[src/rtl/mem_req_arbiter_if.sv]
// Bundles the N-master request side and the single downstream port of the line-based
// memory arbiter; slave is the arbiter's view, master is the surrounding system's view.
interface mem_req_arbiter_if #(
   parameter int NMST   = 3,
   parameter int AWIDTH = 32,
   parameter int LWIDTH = 128
);
   localparam int MWIDTH = LWIDTH / 8;

   logic [NMST-1:0]        m_wstart_rq;
   logic [NMST*AWIDTH-1:0] m_win_addr;
   logic [NMST*LWIDTH-1:0] m_in_wdata;
   logic [NMST*MWIDTH-1:0] m_in_mask;
   logic [NMST-1:0]        m_finish_wresp;
   logic [NMST-1:0]        m_rstart_rq;
   logic [NMST*AWIDTH-1:0] m_rin_addr;
   logic [LWIDTH-1:0]      m_rdat_data;
   logic [NMST-1:0]        m_rdat_valid;
   logic [NMST-1:0]        m_finish_mrd;

   logic                   s_wstart_rq;
   logic [AWIDTH-1:0]      s_win_addr;
   logic [LWIDTH-1:0]      s_in_wdata;
   logic [MWIDTH-1:0]      s_in_mask;
   logic                   s_finish_wresp;
   logic                   s_rstart_rq;
   logic [AWIDTH-1:0]      s_rin_addr;
   logic [LWIDTH-1:0]      s_rdat_data;
   logic                   s_rdat_valid;
   logic                   s_finish_mrd;

   logic                   busy;
   logic [3:0]             grant_slot;
   logic [NMST-1:0]        err_ovr;

   modport slave (
      input  m_wstart_rq, m_win_addr, m_in_wdata, m_in_mask, m_rstart_rq, m_rin_addr,
      input  s_finish_wresp, s_rdat_data, s_rdat_valid, s_finish_mrd,
      output m_finish_wresp, m_rdat_data, m_rdat_valid, m_finish_mrd,
      output s_wstart_rq, s_win_addr, s_in_wdata, s_in_mask, s_rstart_rq, s_rin_addr,
      output busy, grant_slot, err_ovr
   );

   modport master (
      output m_wstart_rq, m_win_addr, m_in_wdata, m_in_mask, m_rstart_rq, m_rin_addr,
      output s_finish_wresp, s_rdat_data, s_rdat_valid, s_finish_mrd,
      input  m_finish_wresp, m_rdat_data, m_rdat_valid, m_finish_mrd,
      input  s_wstart_rq, s_win_addr, s_in_wdata, s_in_mask, s_rstart_rq, s_rin_addr,
      input  busy, grant_slot, err_ovr
   );
endinterface

[src/rtl/mem_req_arbiter.sv]
// Round-robin arbiter over 2*NMST write/read request slots with one transaction
// outstanding downstream; completions and read strobes are routed back to the owner.
module mem_req_arbiter #(
   parameter int NMST   = 3,
   parameter int AWIDTH = 32,
   parameter int LWIDTH = 128
) (
   input logic               clk,
   input logic               rst_n,
   mem_req_arbiter_if.slave  bus
);
   localparam int MWIDTH = LWIDTH / 8;
   localparam int NSLOT  = 2 * NMST;
   localparam int OW     = (NMST > 1) ? $clog2(NMST) : 1;

   typedef enum logic [1:0] {IDLE, ISSUE, WAIT_W, WAIT_R} state_t;

   state_t            state_q, state_d;
   logic [3:0]        grant_q, grant_d;
   logic [NSLOT-1:0]  pend_q, pend_d, pulse, clr;
   logic [NMST-1:0]   err_q, err_d, ovr;
   logic [NMST-1:0]   fin_w_q, fin_w_d, fin_r_q, fin_r_d;
   logic [NMST-1:0]   own_oh;
   logic [OW-1:0]     owner;
   logic [15:0]       pend_pad, gnt_oh;
   logic [3:0]        sel;
   logic [4:0]        cand;
   logic              holdoff, wstart, rstart;

   logic [AWIDTH-1:0] waddr [NMST];
   logic [AWIDTH-1:0] raddr [NMST];
   logic [LWIDTH-1:0] wdata [NMST];
   logic [MWIDTH-1:0] wmask [NMST];

   for (genvar gi = 0; gi < NMST; gi++) begin : g_mst
      assign pulse[2*gi]   = bus.m_wstart_rq[gi];
      assign pulse[2*gi+1] = bus.m_rstart_rq[gi];
      assign ovr[gi]       = (pend_q[2*gi] & pulse[2*gi]) | (pend_q[2*gi+1] & pulse[2*gi+1]);
      assign waddr[gi]     = bus.m_win_addr[gi*AWIDTH +: AWIDTH];
      assign raddr[gi]     = bus.m_rin_addr[gi*AWIDTH +: AWIDTH];
      assign wdata[gi]     = bus.m_in_wdata[gi*LWIDTH +: LWIDTH];
      assign wmask[gi]     = bus.m_in_mask[gi*MWIDTH +: MWIDTH];
   end

   assign owner    = OW'(grant_q >> 1);
   assign own_oh   = NMST'(1) << (grant_q >> 1);
   assign gnt_oh   = 16'(1) << grant_q;
   assign pend_pad = 16'(pend_q);
   // One settling cycle after a completion so the finished master can re-request
   // before the next arbitration round.
   assign holdoff  = (|fin_w_q) | (|fin_r_q);

   // Round-robin search from grant_q+1 with wrap; the nearest pending slot wins.
   always_comb begin
      sel  = grant_q;
      cand = '0;
      for (int k = NSLOT; k >= 1; k--) begin
         cand = {1'b0, grant_q} + 5'(k);
         if (cand >= 5'(NSLOT)) cand = cand - 5'(NSLOT);
         if (pend_pad[cand[3:0]]) sel = cand[3:0];
      end
   end

   always_comb begin
      state_d = state_q;
      grant_d = grant_q;
      clr     = '0;
      fin_w_d = '0;
      fin_r_d = '0;
      wstart  = 1'b0;
      rstart  = 1'b0;
      case (state_q)
         IDLE: begin
            if ((|pend_q) && !holdoff) begin
               grant_d = sel;
               state_d = ISSUE;
            end
         end
         ISSUE: begin
            if (grant_q[0]) begin
               rstart  = 1'b1;
               state_d = WAIT_R;
            end else begin
               wstart  = 1'b1;
               state_d = WAIT_W;
            end
         end
         WAIT_W: begin
            if (bus.s_finish_wresp) begin
               clr     = gnt_oh[NSLOT-1:0];
               fin_w_d = own_oh;
               state_d = IDLE;
            end
         end
         WAIT_R: begin
            if (bus.s_finish_mrd) begin
               clr     = gnt_oh[NSLOT-1:0];
               fin_r_d = own_oh;
               state_d = IDLE;
            end
         end
         default: state_d = IDLE;
      endcase
   end

   assign pend_d = (pend_q | pulse) & ~clr;
   assign err_d  = err_q | ovr;

   always_ff @(posedge clk or negedge rst_n) begin
      if (!rst_n) begin
         state_q <= IDLE;
         grant_q <= 4'(NSLOT - 1);
         pend_q  <= '0;
         err_q   <= '0;
         fin_w_q <= '0;
         fin_r_q <= '0;
      end else begin
         state_q <= state_d;
         grant_q <= grant_d;
         pend_q  <= pend_d;
         err_q   <= err_d;
         fin_w_q <= fin_w_d;
         fin_r_q <= fin_r_d;
      end
   end

   assign bus.s_wstart_rq    = wstart;
   assign bus.s_rstart_rq    = rstart;
   assign bus.s_win_addr     = (state_q != IDLE) ? waddr[owner] : '0;
   assign bus.s_rin_addr     = (state_q != IDLE) ? raddr[owner] : '0;
   assign bus.s_in_wdata     = (state_q != IDLE) ? wdata[owner] : '0;
   assign bus.s_in_mask      = (state_q != IDLE) ? wmask[owner] : '0;
   assign bus.m_finish_wresp = fin_w_q;
   assign bus.m_finish_mrd   = fin_r_q;
   assign bus.m_rdat_data    = bus.s_rdat_data;
   assign bus.m_rdat_valid   = (state_q == WAIT_R && bus.s_rdat_valid) ? own_oh : '0;
   assign bus.busy           = (state_q != IDLE);
   assign bus.grant_slot     = grant_q;
   assign bus.err_ovr        = err_q;
endmodule

[src/flat_wrapper.sv]
// flat-port wrapper written by rule: the top's interface ports become plain ports
module mem_req_arbiter_flat 
#(
   parameter int NMST   = 3,
   parameter int AWIDTH = 32,
   parameter int LWIDTH = 128
)
  (clk, rst_n, bus_m_wstart_rq, bus_m_win_addr, bus_m_in_wdata, bus_m_in_mask, bus_m_rstart_rq, bus_m_rin_addr, bus_s_finish_wresp, bus_s_rdat_data, bus_s_rdat_valid, bus_s_finish_mrd, bus_m_finish_wresp, bus_m_rdat_data, bus_m_rdat_valid, bus_m_finish_mrd, bus_s_wstart_rq, bus_s_win_addr, bus_s_in_wdata, bus_s_in_mask, bus_s_rstart_rq, bus_s_rin_addr, bus_busy, bus_grant_slot, bus_err_ovr);
  mem_req_arbiter_if #(.NMST(NMST), .AWIDTH(AWIDTH), .LWIDTH(LWIDTH)) bus_i ();
  input logic clk;
  input logic rst_n;
  input wire logic [$bits(bus_i.m_wstart_rq)-1:0] bus_m_wstart_rq;
  input wire logic [$bits(bus_i.m_win_addr)-1:0] bus_m_win_addr;
  input wire logic [$bits(bus_i.m_in_wdata)-1:0] bus_m_in_wdata;
  input wire logic [$bits(bus_i.m_in_mask)-1:0] bus_m_in_mask;
  input wire logic [$bits(bus_i.m_rstart_rq)-1:0] bus_m_rstart_rq;
  input wire logic [$bits(bus_i.m_rin_addr)-1:0] bus_m_rin_addr;
  input wire logic [$bits(bus_i.s_finish_wresp)-1:0] bus_s_finish_wresp;
  input wire logic [$bits(bus_i.s_rdat_data)-1:0] bus_s_rdat_data;
  input wire logic [$bits(bus_i.s_rdat_valid)-1:0] bus_s_rdat_valid;
  input wire logic [$bits(bus_i.s_finish_mrd)-1:0] bus_s_finish_mrd;
  output wire logic [$bits(bus_i.m_finish_wresp)-1:0] bus_m_finish_wresp;
  output wire logic [$bits(bus_i.m_rdat_data)-1:0] bus_m_rdat_data;
  output wire logic [$bits(bus_i.m_rdat_valid)-1:0] bus_m_rdat_valid;
  output wire logic [$bits(bus_i.m_finish_mrd)-1:0] bus_m_finish_mrd;
  output wire logic [$bits(bus_i.s_wstart_rq)-1:0] bus_s_wstart_rq;
  output wire logic [$bits(bus_i.s_win_addr)-1:0] bus_s_win_addr;
  output wire logic [$bits(bus_i.s_in_wdata)-1:0] bus_s_in_wdata;
  output wire logic [$bits(bus_i.s_in_mask)-1:0] bus_s_in_mask;
  output wire logic [$bits(bus_i.s_rstart_rq)-1:0] bus_s_rstart_rq;
  output wire logic [$bits(bus_i.s_rin_addr)-1:0] bus_s_rin_addr;
  output wire logic [$bits(bus_i.busy)-1:0] bus_busy;
  output wire logic [$bits(bus_i.grant_slot)-1:0] bus_grant_slot;
  output wire logic [$bits(bus_i.err_ovr)-1:0] bus_err_ovr;
  assign bus_i.m_wstart_rq = bus_m_wstart_rq;
  assign bus_i.m_win_addr = bus_m_win_addr;
  assign bus_i.m_in_wdata = bus_m_in_wdata;
  assign bus_i.m_in_mask = bus_m_in_mask;
  assign bus_i.m_rstart_rq = bus_m_rstart_rq;
  assign bus_i.m_rin_addr = bus_m_rin_addr;
  assign bus_i.s_finish_wresp = bus_s_finish_wresp;
  assign bus_i.s_rdat_data = bus_s_rdat_data;
  assign bus_i.s_rdat_valid = bus_s_rdat_valid;
  assign bus_i.s_finish_mrd = bus_s_finish_mrd;
  assign bus_m_finish_wresp = bus_i.m_finish_wresp;
  assign bus_m_rdat_data = bus_i.m_rdat_data;
  assign bus_m_rdat_valid = bus_i.m_rdat_valid;
  assign bus_m_finish_mrd = bus_i.m_finish_mrd;
  assign bus_s_wstart_rq = bus_i.s_wstart_rq;
  assign bus_s_win_addr = bus_i.s_win_addr;
  assign bus_s_in_wdata = bus_i.s_in_wdata;
  assign bus_s_in_mask = bus_i.s_in_mask;
  assign bus_s_rstart_rq = bus_i.s_rstart_rq;
  assign bus_s_rin_addr = bus_i.s_rin_addr;
  assign bus_busy = bus_i.busy;
  assign bus_grant_slot = bus_i.grant_slot;
  assign bus_err_ovr = bus_i.err_ovr;
  mem_req_arbiter #(.NMST(NMST), .AWIDTH(AWIDTH), .LWIDTH(LWIDTH)) u_core (.clk(clk), .rst_n(rst_n), .bus(bus_i));
endmodule
[config.mk]
export PLATFORM = sky130hd
export DESIGN_NAME = mem_req_arbiter_flat
export DESIGN_NICKNAME = d
export VERILOG_FILES = /design/src/rtl/mem_req_arbiter_if.sv /design/src/rtl/mem_req_arbiter.sv /design/src/flat_wrapper.sv
export SDC_FILE = /design/constraint.sdc
export NUM_CORES = 1
export LEC_CHECK = 0
export CORE_AREA = 3 3 435 437
export DETAILED_ROUTE_END_ITERATION = 12
export DIE_AREA = 0 0 438 440
export GPL_TIMING_DRIVEN = 0
export PLACE_DENSITY_LB_ADDON = 0.25
export SLEW_MARGIN = 0
export SYNTH_ARGS = -nofsm -noshare
export SYNTH_HDL_FRONTEND = slang
export SYNTH_SLANG_ARGS = --single-unit
[constraint.sdc]
create_clock -name clk -period 4.46 [get_ports clk]
set_input_delay 0.669 -clock clk [delete_from_list [all_inputs] [get_ports clk]]
set_output_delay 0.669 -clock clk [all_outputs]
set_load 0.01 [all_outputs]
==> results.cfg <==
[status]
status = complete, no violations

[yosys]
synth_cell_types = 63
synth_fa_ha_area_frac = 0.0291
yosys_register_bits = 21
yosys.area.top_type = mux2i_1
syn_nets = 2082
yosysWarnings = 0
synth-simple-area-share = 0.246
synth_top_family_by_area = multiplexers
synth-xor-area-share = 0.0133
ys_top_cells_by_area = mux2i_1, nor2_1, a21oi_1, buf_4, dfrtp_1
yosysSeqAreaShare = 0.0647
synth_top_area_share = 0.272
synth_mux_area_frac = 0.283
synthArstFlopShare = 1.00
synth_edf_count = 0
synth_area_per_cell_sq_um = 6.28
postSynthCellCount = 1300
synth_compound_area_frac = 0.191
synth_ff_type = dfrtp_1
syn_area_sq_um = 8160

[detailed_routing]
avgViaCountPerCell = 2.90
ant_nets = 0
firstDrtPassIters = 5
wl_per_cell_microns = 29.3
finalWirelength_microns = 140000
drc_errors = 0
routed-via-count = 13900
drt_iter0_markers = 815

[grt]
grt_max_degree = 22
grt_pass1_vias = 13900
grt_pass1_wl_microns = 169000
grt_overflow = 0
gr-usage-all-layers = 0.137
antenna_found_initial = 81

[sta]
hold_viol = 0
slew-limit-headroom = 0.200
whs_ns = 0.486
tightest_slew_ns = 1.19
setup_viol = 0
finalCriticalPeriod_ns = 4.31
timing.final.crit_share = 0.966
finalClockSkew_ns = 0.00258
max_freq_mhz = 232
fin_tns_setup_ns = 0
drv_slew = 0
rsz0062_at_grt = false

[die]
die_width_microns = 438
rows = 158
ios = 1118
die_area_sq_um = 193000
coreArea_sq_um = 185000
initial_core_util = 0.0440
die_y_microns = 440

[clock_network]
clk_pin_slew_worst_paths_ns = 0.06
clock-sinks = 21
ctsRootBufferMaster = clkbuf_16
insertion_delay_ns = 0.26
clockBufferDepth = 2
htree_levels = 1
cts_buffers = 3
cts_tree = yes

[finish]
layout-drive-gt1-share = 0.0980
final_net_count = 3078
instances_no_fill = 4785
seq_area_sq_um = 528
final_cell_mix = clkdlybuf4s50_1, nor2_1, mux2i_1, a21oi_1, buf_4
fin_util = 0.116
fillers = 21800
layout_commonest_cell = clkdlybuf4s50_1
areaGrowthSynthToFinish_pct = 163
multi_input_area_sq_um = 6300

[pwr]
p_per_area_nw_per_um2 = 624
peakVddDrop_v = 0.000288
power_leakage_nw = 8.30

[critical_path]
critPathRequiredTime_ns = 3.79
cp.arrival_ns = 3.64
cp_max_fo = 10
timing_worst_setup_path_type = reg -> out
startpoint_type = flip-flop
cp-end-kind = output pin

[placement]
io_buffers = 989
place_inst = 4770
dpl.hpwl_microns = 130000
gp_congestion = 0.942

[hold_path]
min-delay-path-class = reg -> reg

[job]
cap_violations = 0
[power by group]
part / switching, W / internal, W
Clock: 0.0000785 / 0.000121
Sequential: 0.0000734 / 0.000246
Combinational: 0.00818 / 0.00470
[through the flow]
stage / cell area [sq um] / setup WS [ns] / power, W
detailed placement: 21200 / -1.44 / 0.0137
finish: 21500 / 0.151 / 0.0134
global placement: 21200 / -3.53 / 0.0137
global route: 21500 / 0.00460 / 0.0144
floorplan: 8160 / 1.26 / 0.00567
CTS: 21500 / 0.0214 / 0.0139
[state kept, by name, indices dropped and copies added (netlist names)]
name                       count
u_core.bus.grant_slot          4
u_core.state_q                 2
u_core.bus.m_finish_wresp      3
u_core.pend_q                  6
u_core.bus.err_ovr             3
u_core.bus.m_finish_mrd        3
[metal layers]
layer	up-vias	track usage	wire length, microns
li1	6297	-	-
met1	6748	0.161	55900
met2	644	0.250	71800
met3	134	0.0438	10900
met4	46	0.00849	1280
met5	-	0	334
[worst paths after layout]
path                       depth (start not counted)                      from                  endpoint  slack (ns)
max in group asynchronous                          1                     rst_n  u_core.bus.grant_slot[1]        2.89
max                                                9  u_core.bus.grant_slot[1]         bus_s_in_mask[13]        0.15
max reg2reg                                       13  u_core.bus.grant_slot[2]  u_core.bus.grant_slot[1]        0.47
min in group asynchronous                          1                     rst_n     u_core.bus.err_ovr[0]        0.96
min                                                1     u_core.bus.err_ovr[0]     u_core.bus.err_ovr[0]        0.49
min reg2reg                                        1     u_core.bus.err_ovr[0]     u_core.bus.err_ovr[0]        0.49
[timing repair]
item                                    in CTS  in global routing
gates resized for setup                    146                 17
setup buffers                                1                  0
hold buffers                                 0                  0
endpoints found under the setup margin     208                 56
[critical path, cell delays in order (launching register included)]
cell and delay (ns):
dfrtp_1 0.55, clkbuf_1 0.31, clkbuf_2 0.34, clkbuf_8 0.29
clkbuf_4 0.31, mux2i_1 0.41, nor2_1 0.11, a21oi_2 0.28
nor2_1 0.11, clkdlybuf4s50_1 0.61
[layout make-up]
type / instances / share of cell area
timing repair buffer: 991 / 0.460
multi-input combinational: 1036 / 0.293
tap: 2480 / 0.144
buffer: 228 / 0.0698
sequential: 21 / 0.0246
clock buffer: 3 / 0.00349
inverter: 15 / 0.00280
antenna: 10 / 0.00116
clock inverter: 1 / 0.000233
[cells in the mapped netlist (all sizes together), types with 3 or more instances]
cell type,count
nor2,441
clkbuf,75
nor4,5
xnor2,8
mux2,6
a21oi,225
nand2b,7
o21ai,11
buf,153
a221o,3
mux2i,222
nand3,4
inv,15
nor3,9
a211oi,3
and2,11
dfrtp,19
a31oi,5
ha,19
nand3b,3
nand2,10
[logic make-up after synthesis]
logic type,count (synthesis)
flip-flops,21
AO/OA/AOI/OAI,277
multiplexers,229
AND/OR/NAND/NOR,501
adder cells (fa/ha/maj),19
XOR/XNOR,10
buffers and inverters,243
No activity file was read; power rests on OpenSTA's default activity.
